$ cat src/rtl/instr_fetch_queue_if.sv
// -----------------------------------------------------------------------------
// instr_fetch_queue_if
//
// Groups every handshake and bus signal of the instruction-fetch queue.
// The queue itself connects through the master modport. The surrounding
// environment (PC register, instruction memory and decode) connects through
// the slave modport.
//
// Signals
//   pc_i            current PC offered by the program counter
//   pc_ready        fetch of pc_i accepted this cycle (PC may advance)
//   flush           control-flow redirect, drops queued and in-flight fetches
//   imem_req_valid  fetch request valid
//   imem_req_addr   fetch address (equals pc_i)
//   imem_req_ready  memory accepts the request
//   imem_resp_valid in-order instruction response valid
//   imem_resp_data  returned instruction word
//   id_valid        id_instr/id_pc hold a valid fetched instruction
//   id_instr        instruction word to decode
//   id_pc           PC of id_instr
//   id_ready        decode consumes the head entry this cycle
// -----------------------------------------------------------------------------
interface instr_fetch_queue_if;
  logic [31:0] pc_i;
  logic        pc_ready;
  logic        flush;
  logic        imem_req_valid;
  logic [31:0] imem_req_addr;
  logic        imem_req_ready;
  logic        imem_resp_valid;
  logic [31:0] imem_resp_data;
  logic        id_valid;
  logic [31:0] id_instr;
  logic [31:0] id_pc;
  logic        id_ready;

  modport master (
    input  pc_i,
    input  flush,
    input  imem_req_ready,
    input  imem_resp_valid,
    input  imem_resp_data,
    input  id_ready,
    output pc_ready,
    output imem_req_valid,
    output imem_req_addr,
    output id_valid,
    output id_instr,
    output id_pc
  );

  modport slave (
    output pc_i,
    output flush,
    output imem_req_ready,
    output imem_resp_valid,
    output imem_resp_data,
    output id_ready,
    input  pc_ready,
    input  imem_req_valid,
    input  imem_req_addr,
    input  id_valid,
    input  id_instr,
    input  id_pc
  );
endinterface

$ cat src/rtl/instr_fetch_queue.sv
// -----------------------------------------------------------------------------
// instr_fetch_queue
//
// Instruction-fetch stage between the program counter and decode. Every
// accepted PC becomes an instruction-memory request and is tracked in an
// in-order circular queue. Returned words are paired with their PC and
// handed to decode in program order. A redirect (flush) discards the whole
// queue and remembers how many responses are still owed to discarded
// fetches so that those words can be thrown away when they arrive.
//
// Parameters
//   DEPTH  queue entries, power of two, >= 2
//
// Ports
//   clk    rising-edge clock
//   rst    asynchronous active-low reset
//   bus    instr_fetch_queue_if.master (PC, memory and decode handshakes)
// -----------------------------------------------------------------------------
module instr_fetch_queue #(
  parameter int DEPTH = 4
) (
  input  logic                clk,
  input  logic                rst,
  instr_fetch_queue_if.master bus
);

  localparam int PW = $clog2(DEPTH);
  localparam int CW = PW + 1;
  localparam logic [CW-1:0] DEPTH_C = CW'(DEPTH);

  // Queue storage: data fields carry no reset, only the filled flags do.
  logic [31:0]      pc_q    [DEPTH];
  logic [31:0]      instr_q [DEPTH];
  logic [DEPTH-1:0] filled;

  logic [PW-1:0] head;
  logic [PW-1:0] alloc;
  logic [PW-1:0] fill;
  logic [CW-1:0] count;
  logic [CW-1:0] drop_cnt;

  logic [CW-1:0]    unfilled;
  logic [DEPTH-1:0] filled_nxt;
  logic             req_valid;
  logic             push;
  logic             id_valid;
  logic             pop;
  logic             resp_drop;
  logic             resp_fill;
  logic             resp_orphan;

  function automatic logic [CW-1:0] popcount(input logic [DEPTH-1:0] v);
    logic [CW-1:0] n;
    n = '0;
    for (int i = 0; i < DEPTH; i++) begin
      n = n + CW'(v[i]);
    end
    return n;
  endfunction

  always_comb begin
    // Allocated entries still waiting for their word. Filled flags are only
    // ever set on allocated entries and cleared on pop, so the difference is
    // exact even when the pointers alias on a full queue.
    unfilled = count - popcount(filled);

    // Owed responses occupy capacity just like live entries, otherwise a
    // fresh fetch could be matched with a stale word.
    req_valid = rst && !bus.flush &&
                (({1'b0, count} + {1'b0, drop_cnt}) < {1'b0, DEPTH_C});
    push      = req_valid && bus.imem_req_ready;

    id_valid  = filled[head] && (count != '0) && !bus.flush;
    pop       = id_valid && bus.id_ready;

    // Responses first pay off the debt left by a flush, then fill in order.
    resp_drop   = bus.imem_resp_valid && (drop_cnt != '0);
    resp_fill   = bus.imem_resp_valid && (drop_cnt == '0) && (unfilled != '0);
    resp_orphan = bus.imem_resp_valid && (drop_cnt == '0) && (unfilled == '0);

    filled_nxt = filled;
    if (resp_fill) filled_nxt[fill] = 1'b1;
    if (pop)       filled_nxt[head] = 1'b0;
  end

  always_ff @(posedge clk or negedge rst) begin
    if (!rst) begin
      head     <= '0;
      alloc    <= '0;
      fill     <= '0;
      count    <= '0;
      drop_cnt <= '0;
      filled   <= '0;
    end else if (bus.flush) begin
      // Every unfilled entry becomes an owed response, except one whose word
      // is arriving right now: that word is discarded here and never owed.
      drop_cnt <= drop_cnt + unfilled - CW'(resp_drop || resp_fill);
      count    <= '0;
      filled   <= '0;
      head     <= alloc;
      fill     <= alloc;
    end else begin
      if (push)      alloc    <= alloc + 1'b1;
      if (resp_fill) fill     <= fill + 1'b1;
      if (pop)       head     <= head + 1'b1;
      if (resp_drop) drop_cnt <= drop_cnt - 1'b1;
      count  <= count + CW'(push) - CW'(pop);
      filled <= filled_nxt;
    end
  end

  always_ff @(posedge clk) begin
    if (push) pc_q[alloc] <= bus.pc_i;
    if (resp_fill && !bus.flush) instr_q[fill] <= bus.imem_resp_data;
  end

  assign bus.imem_req_valid = req_valid;
  assign bus.imem_req_addr  = bus.pc_i;
  assign bus.pc_ready       = push;
  assign bus.id_valid       = id_valid;
  assign bus.id_instr       = instr_q[head];
  assign bus.id_pc          = pc_q[head];

  // A word with nothing waiting for it means the memory broke ordering.
  resp_without_fetch: assert property (@(posedge clk) disable iff (!rst)
    !resp_orphan);

  occupancy_bound: assert property (@(posedge clk) disable iff (!rst)
    (({1'b0, count} + {1'b0, drop_cnt}) <= {1'b0, DEPTH_C}));

endmodule

$ cat src/flat_wrapper.sv
// flat-port wrapper written by rule: the top's interface ports become plain ports
module instr_fetch_queue_flat 
#(
  parameter int DEPTH = 4
)
  (clk, rst, bus_pc_i, bus_flush, bus_imem_req_ready, bus_imem_resp_valid, bus_imem_resp_data, bus_id_ready, bus_pc_ready, bus_imem_req_valid, bus_imem_req_addr, bus_id_valid, bus_id_instr, bus_id_pc);
  instr_fetch_queue_if bus_i ();
  input  logic clk;
  input  logic rst;
  input wire logic [$bits(bus_i.pc_i)-1:0] bus_pc_i;
  input wire logic [$bits(bus_i.flush)-1:0] bus_flush;
  input wire logic [$bits(bus_i.imem_req_ready)-1:0] bus_imem_req_ready;
  input wire logic [$bits(bus_i.imem_resp_valid)-1:0] bus_imem_resp_valid;
  input wire logic [$bits(bus_i.imem_resp_data)-1:0] bus_imem_resp_data;
  input wire logic [$bits(bus_i.id_ready)-1:0] bus_id_ready;
  output wire logic [$bits(bus_i.pc_ready)-1:0] bus_pc_ready;
  output wire logic [$bits(bus_i.imem_req_valid)-1:0] bus_imem_req_valid;
  output wire logic [$bits(bus_i.imem_req_addr)-1:0] bus_imem_req_addr;
  output wire logic [$bits(bus_i.id_valid)-1:0] bus_id_valid;
  output wire logic [$bits(bus_i.id_instr)-1:0] bus_id_instr;
  output wire logic [$bits(bus_i.id_pc)-1:0] bus_id_pc;
  assign bus_i.pc_i = bus_pc_i;
  assign bus_i.flush = bus_flush;
  assign bus_i.imem_req_ready = bus_imem_req_ready;
  assign bus_i.imem_resp_valid = bus_imem_resp_valid;
  assign bus_i.imem_resp_data = bus_imem_resp_data;
  assign bus_i.id_ready = bus_id_ready;
  assign bus_pc_ready = bus_i.pc_ready;
  assign bus_imem_req_valid = bus_i.imem_req_valid;
  assign bus_imem_req_addr = bus_i.imem_req_addr;
  assign bus_id_valid = bus_i.id_valid;
  assign bus_id_instr = bus_i.id_instr;
  assign bus_id_pc = bus_i.id_pc;
  instr_fetch_queue #(.DEPTH(DEPTH)) u_core (.clk(clk), .rst(rst), .bus(bus_i));
endmodule
$ cat config.mk
export PLATFORM = sky130hd
export DESIGN_NAME = instr_fetch_queue_flat
export DESIGN_NICKNAME = d
export VERILOG_FILES = /design/src/rtl/instr_fetch_queue_if.sv /design/src/rtl/instr_fetch_queue.sv /design/src/flat_wrapper.sv
export SDC_FILE = /design/constraint.sdc
export NUM_CORES = 1
export LEC_CHECK = 0
export CAP_MARGIN = 5
export CORE_MARGIN = 4
export CORE_UTILIZATION = 30
export CTS_BUF_LIST = sky130_fd_sc_hd__clkbuf_4 sky130_fd_sc_hd__clkbuf_8 sky130_fd_sc_hd__clkbuf_16
export DETAILED_ROUTE_END_ITERATION = 10
export PLACE_DENSITY = 0.6
export SLEW_MARGIN = 20
export SYNTH_ARGS = -nofsm -noshare
export SYNTH_HDL_FRONTEND = slang
export SYNTH_SLANG_ARGS = --single-unit
$ cat constraint.sdc
create_clock -name clk -period 5.4 [get_ports clk]
set_input_delay 0.81 -clock clk [delete_from_list [all_inputs] [get_ports clk]]
set_output_delay 0.81 -clock clk [all_outputs]
set_load 0.005 [all_outputs]
==> impl_metrics.py <==
metrics = {
    "status": {
        "status": "finished clean",
    },
    "sta": {
        "maxSlewHeadroom_pct": 34.4,
        "layout_min_cycle_time_ns": 4.39,
        "setup-tns-final_ns": 0,
        "setup-violations-final": 0,
        "slew_viol_final": 0,
        "rsz0062_at_grt": "false",
        "fin_skew_ns": 0.0265,
        "clock.fmax_ghz": 0.228,
        "period_share_pct": 81.4,
        "worstMarginPinSlew_ns": 0.985,
        "hold_viol": 0,
    },
    "yosys": {
        "synth_cell_types": 35,
        "synth.yosys.warnings": 0,
        "synth.ff_latch_count": 272,
        "synth.top_cell.area_share_pct": 71.0,
        "ys.flop_type": "edfxtp_1",
        "synth_nets": 596,
        "synth_area_leaders": "edfxtp_1, mux4_2, dfrtp_1",
        "synthCells": 497,
        "netlist_area_um2": 10800,
        "synth_seq_area_share_pct": 74.7,
        "ys_async_sr_fraction_pct": 5.88,
        "syn_avg_cell_area_um2": 21.8,
        "synth_top_cell_by_area": "edfxtp_1",
        "synth_edf_count": 256,
    },
    "cts": {
        "cts_hold_buf": 0,
        "clk_latency_ns": 0.56,
        "cts.path.max_buffers": 3,
        "cts_tree": "done",
        "cts_buffers": 30,
        "cts-root-buf": "clkbuf_16",
        "cts_resized": 0,
        "h-tree-depth": 1,
        "cts.clk_slew.worst_paths_ns": 0.06,
        "post_cts_buffers": 0,
        "cts.sinks": 272,
    },
    "die": {
        "initial_core_util_pct": 30.4,
        "die_w_um": 198,
        "core_um2": 35600,
        "rows": 69,
        "dieArea_um2": 39200,
        "io-pin-count": 169,
        "fp.dieH_um": 198,
    },
    "power": {
        "power.leakage_nw": 4.60,
        "power_density_nw_per_um2": 443,
        "total_power_w": 0.00610,
        "peakVddDrop_v": 0.000232,
    },
    "place": {
        "dp_hpwl_mm": 13.2,
        "numPortBuffers": 168,
        "gp_congestion": 0.731,
    },
    "job": {
        "maxCapViolCount": 0,
    },
    "detailed_routing": {
        "routed_wl_mm": 22.0,
        "via_per_inst": 4.47,
        "routed-via-count": 5068,
        "firstDrtPassIters": 7,
        "first_iter_violations": 247,
        "drc": 0,
        "wl_per_cell_um": 19.4,
        "ant_nets": 0,
    },
    "global_routing": {
        "grt_max_degree": 39,
        "antenna_found_initial": 1,
        "grt_first_pass_wirelength_mm": 33.1,
        "overflow": 0,
        "track_usage_pct": 11.0,
        "grt_pass1_vias": 5572,
    },
    "setup_path": {
        "path_buf_inv": 4,
        "r2r_end": "u_core.drop_cnt[2]$_DFFE_PN0P_",
        "crit_required_ns": 5.83,
        "critPathArrivalTime_ns": 4.82,
        "critPathCaptureType": "flop",
        "cpMaxStageDelayCell": "fa_1",
        "critical_path.startpoint_type": "flop",
        "cp_max_fo": 3,
        "cp_cell_sequence": "ha_1 -> inv_1 -> fa_1 -> inv_1 -> fa_1 -> inv_1 -> fa_1 -> xnor3_1 -> o211ai_1 -> nand2_1 -> ha_1 -> inv_1 -> ha_1 -> fa_1 -> xnor2_1 -> xnor2_1 -> a2bb2oi_1 -> xnor2_1",
        "path_class": "flop to flop",
        "r2r_slack_ns": 1.01,
        "rr_startpoint": "u_core.filled[3]$_DFF_PN0_",
        "crit_path_max_incr_delay_ns": 0.50,
        "rr_worst_depth": 18,
        "crit_family": "adder cells",
    },
    "finish": {
        "drive_gt1_share_pct": 19.3,
        "antenna_cells": 0,
        "nFillCells": 3280,
        "syn_to_final_growth_pct": 27.0,
        "final_nets": 750,
    },
    "hold_path": {
        "hold_class": "flop to flop",
        "whs_path_depth": 1,
        "hp-start": "u_core.drop_cnt[2]$_DFFE_PN0P_",
        "hold-path-endpoint": "u_core.drop_cnt[2]$_DFFE_PN0P_",
    },
}
report_power, final:
| group | switching [W] | total [W] | internal [W] |
|---|---|---|---|
| Combinational | 0.000610 | 0.00162 | 0.00101 |
| Clock | 0.000809 | 0.00191 | 0.00110 |
| Sequential | 0.000171 | 0.00256 | 0.00239 |
metrics by stage:
| step | cells | worst slack [ns] | cell area, µm² | hold slack [ns] | utilization [%] |
|---|---|---|---|---|---|
| 2_1_floorplan | 497 | 1.31 | 10800 | 0.486 | - |
| 3_3_place_gp | 1080 | 1.12 | 12800 | 0.521 | 36.0 |
| 3_5_place_dp | 1080 | 1.04 | 12800 | 0.514 | 36.0 |
| 4_1_cts | 1135 | 1.04 | 13700 | 0.536 | 38.7 |
| 5_1_grt | 1135 | 0.868 | 13700 | 0.548 | 38.7 |
| 6_report | 1135 | 1.01 | 13700 | 0.534 | 38.7 |
synthesized netlist by cell type (2+ instances only):
cell type	number
and2_1	5
clkbuf_1	7
buf_2	7
a2bb2oi_1	5
xnor2_1	9
ha_1	24
dfrtp_1	16
nand2_1	5
edfxtp_1	256
fa_1	5
nor2_1	2
nand2b_1	2
inv_1	23
mux4_2	65
buf_4	32
and3_1	4
mux2i_1	5
nor2b_1	7
buf_1	2
placed cells by master, fill, tap and decap left out, drive strengths merged, types with 2 or more instances in the layout:
cell and instances:
ha 24, mux4 65, nor2 2, clkbuf 36
and3 4, dfrtp 16, nor2b 7, xnor2 9
edfxtp 256, nand2b 2, nand2 5, mux2i 5
inv 25, a311oi 2, clkdlybuf4s50 168, clkinv 16
fa 5, a2bb2oi 5, buf 3, o21ai 2
and2 5
sequential cells by signal, indices dropped and copies added, names as in the netlist:
register	flops
u_core.drop_cnt	3
u_core.alloc	2
u_core.count	3
u_core.fill	2
u_core.instr_q	128
u_core.filled	4
u_core.pc_q	128
u_core.head	2
worst register-to-register path, stage by stage, from the launching register on:
cell	delay [ns]
dfrtp_1	0.40
ha_1	0.28
inv_1	0.05
fa_1	0.50
inv_1	0.05
fa_1	0.34
inv_1	0.08
fa_1	0.17
xnor3_1	0.44
o211ai_1	0.38
nand2_1	0.10
ha_1	0.28
inv_1	0.04
ha_1	0.18
fa_1	0.37
xnor2_1	0.23
xnor2_1	0.15
a2bb2oi_1	0.10
xnor2_1	0.17
final cells by class:
cell class | count | area (µm²) | area share (%)
multi-input combinational | 152 | 2340 | 17.0
clock buffer | 36 | 796 | 5.79
tap | 461 | 577 | 4.20
inverter | 24 | 90.1 | 0.655
clock inverter | 19 | 136 | 0.992
timing repair buffer | 171 | 1720 | 12.5
sequential | 272 | 8100 | 58.9
worst max path at each step:
stage	from	to	slack (ns)	cells past startpoint
2_1_floorplan	u_core.filled[2]$_DFF_PN0_	u_core.drop_cnt[2]$_DFFE_PN0P_	1.31	18
3_3_place_gp	u_core.filled[2]$_DFF_PN0_	u_core.drop_cnt[2]$_DFFE_PN0P_	1.12	18
3_5_place_dp	u_core.filled[3]$_DFF_PN0_	u_core.drop_cnt[2]$_DFFE_PN0P_	1.04	18
4_1_cts	u_core.filled[3]$_DFF_PN0_	u_core.drop_cnt[2]$_DFFE_PN0P_	1.04	18
5_1_grt	u_core.filled[2]$_DFF_PN0_	u_core.drop_cnt[2]$_DFFE_PN0P_	0.87	18
6_report	u_core.filled[3]$_DFF_PN0_	u_core.drop_cnt[2]$_DFFE_PN0P_	1.01	18
metal layers:
| metal | track usage [%] | wire, µm | vias up | part of all wire (%) |
|---|---|---|---|---|
| li1 | - | - | 2285 | - |
| met2 | 18.5 | 10800 | 153 | 49 |
| met3 | 2.74 | 1350 | 32 | 6.2 |
| met5 | 0 | 13 | - | 0.059 |
| met1 | 14.4 | 9370 | 2596 | 43 |
| met4 | 2.91 | 400 | 2 | 1.8 |
kinds of logic after synthesis:
| kind of cell | Yosys count | synth area share, % |
|---|---|---|
| fa+ha+maj | 29 | 3.70 |
| xor+xnor | 10 | 0.936 |
| mux | 71 | 14.1 |
| buf+inv | 73 | 3.79 |
| simple gates | 27 | 1.48 |
| flops | 272 | 74.7 |
| compound gates | 15 | 1.26 |
(Power assumes the default switching activity.)
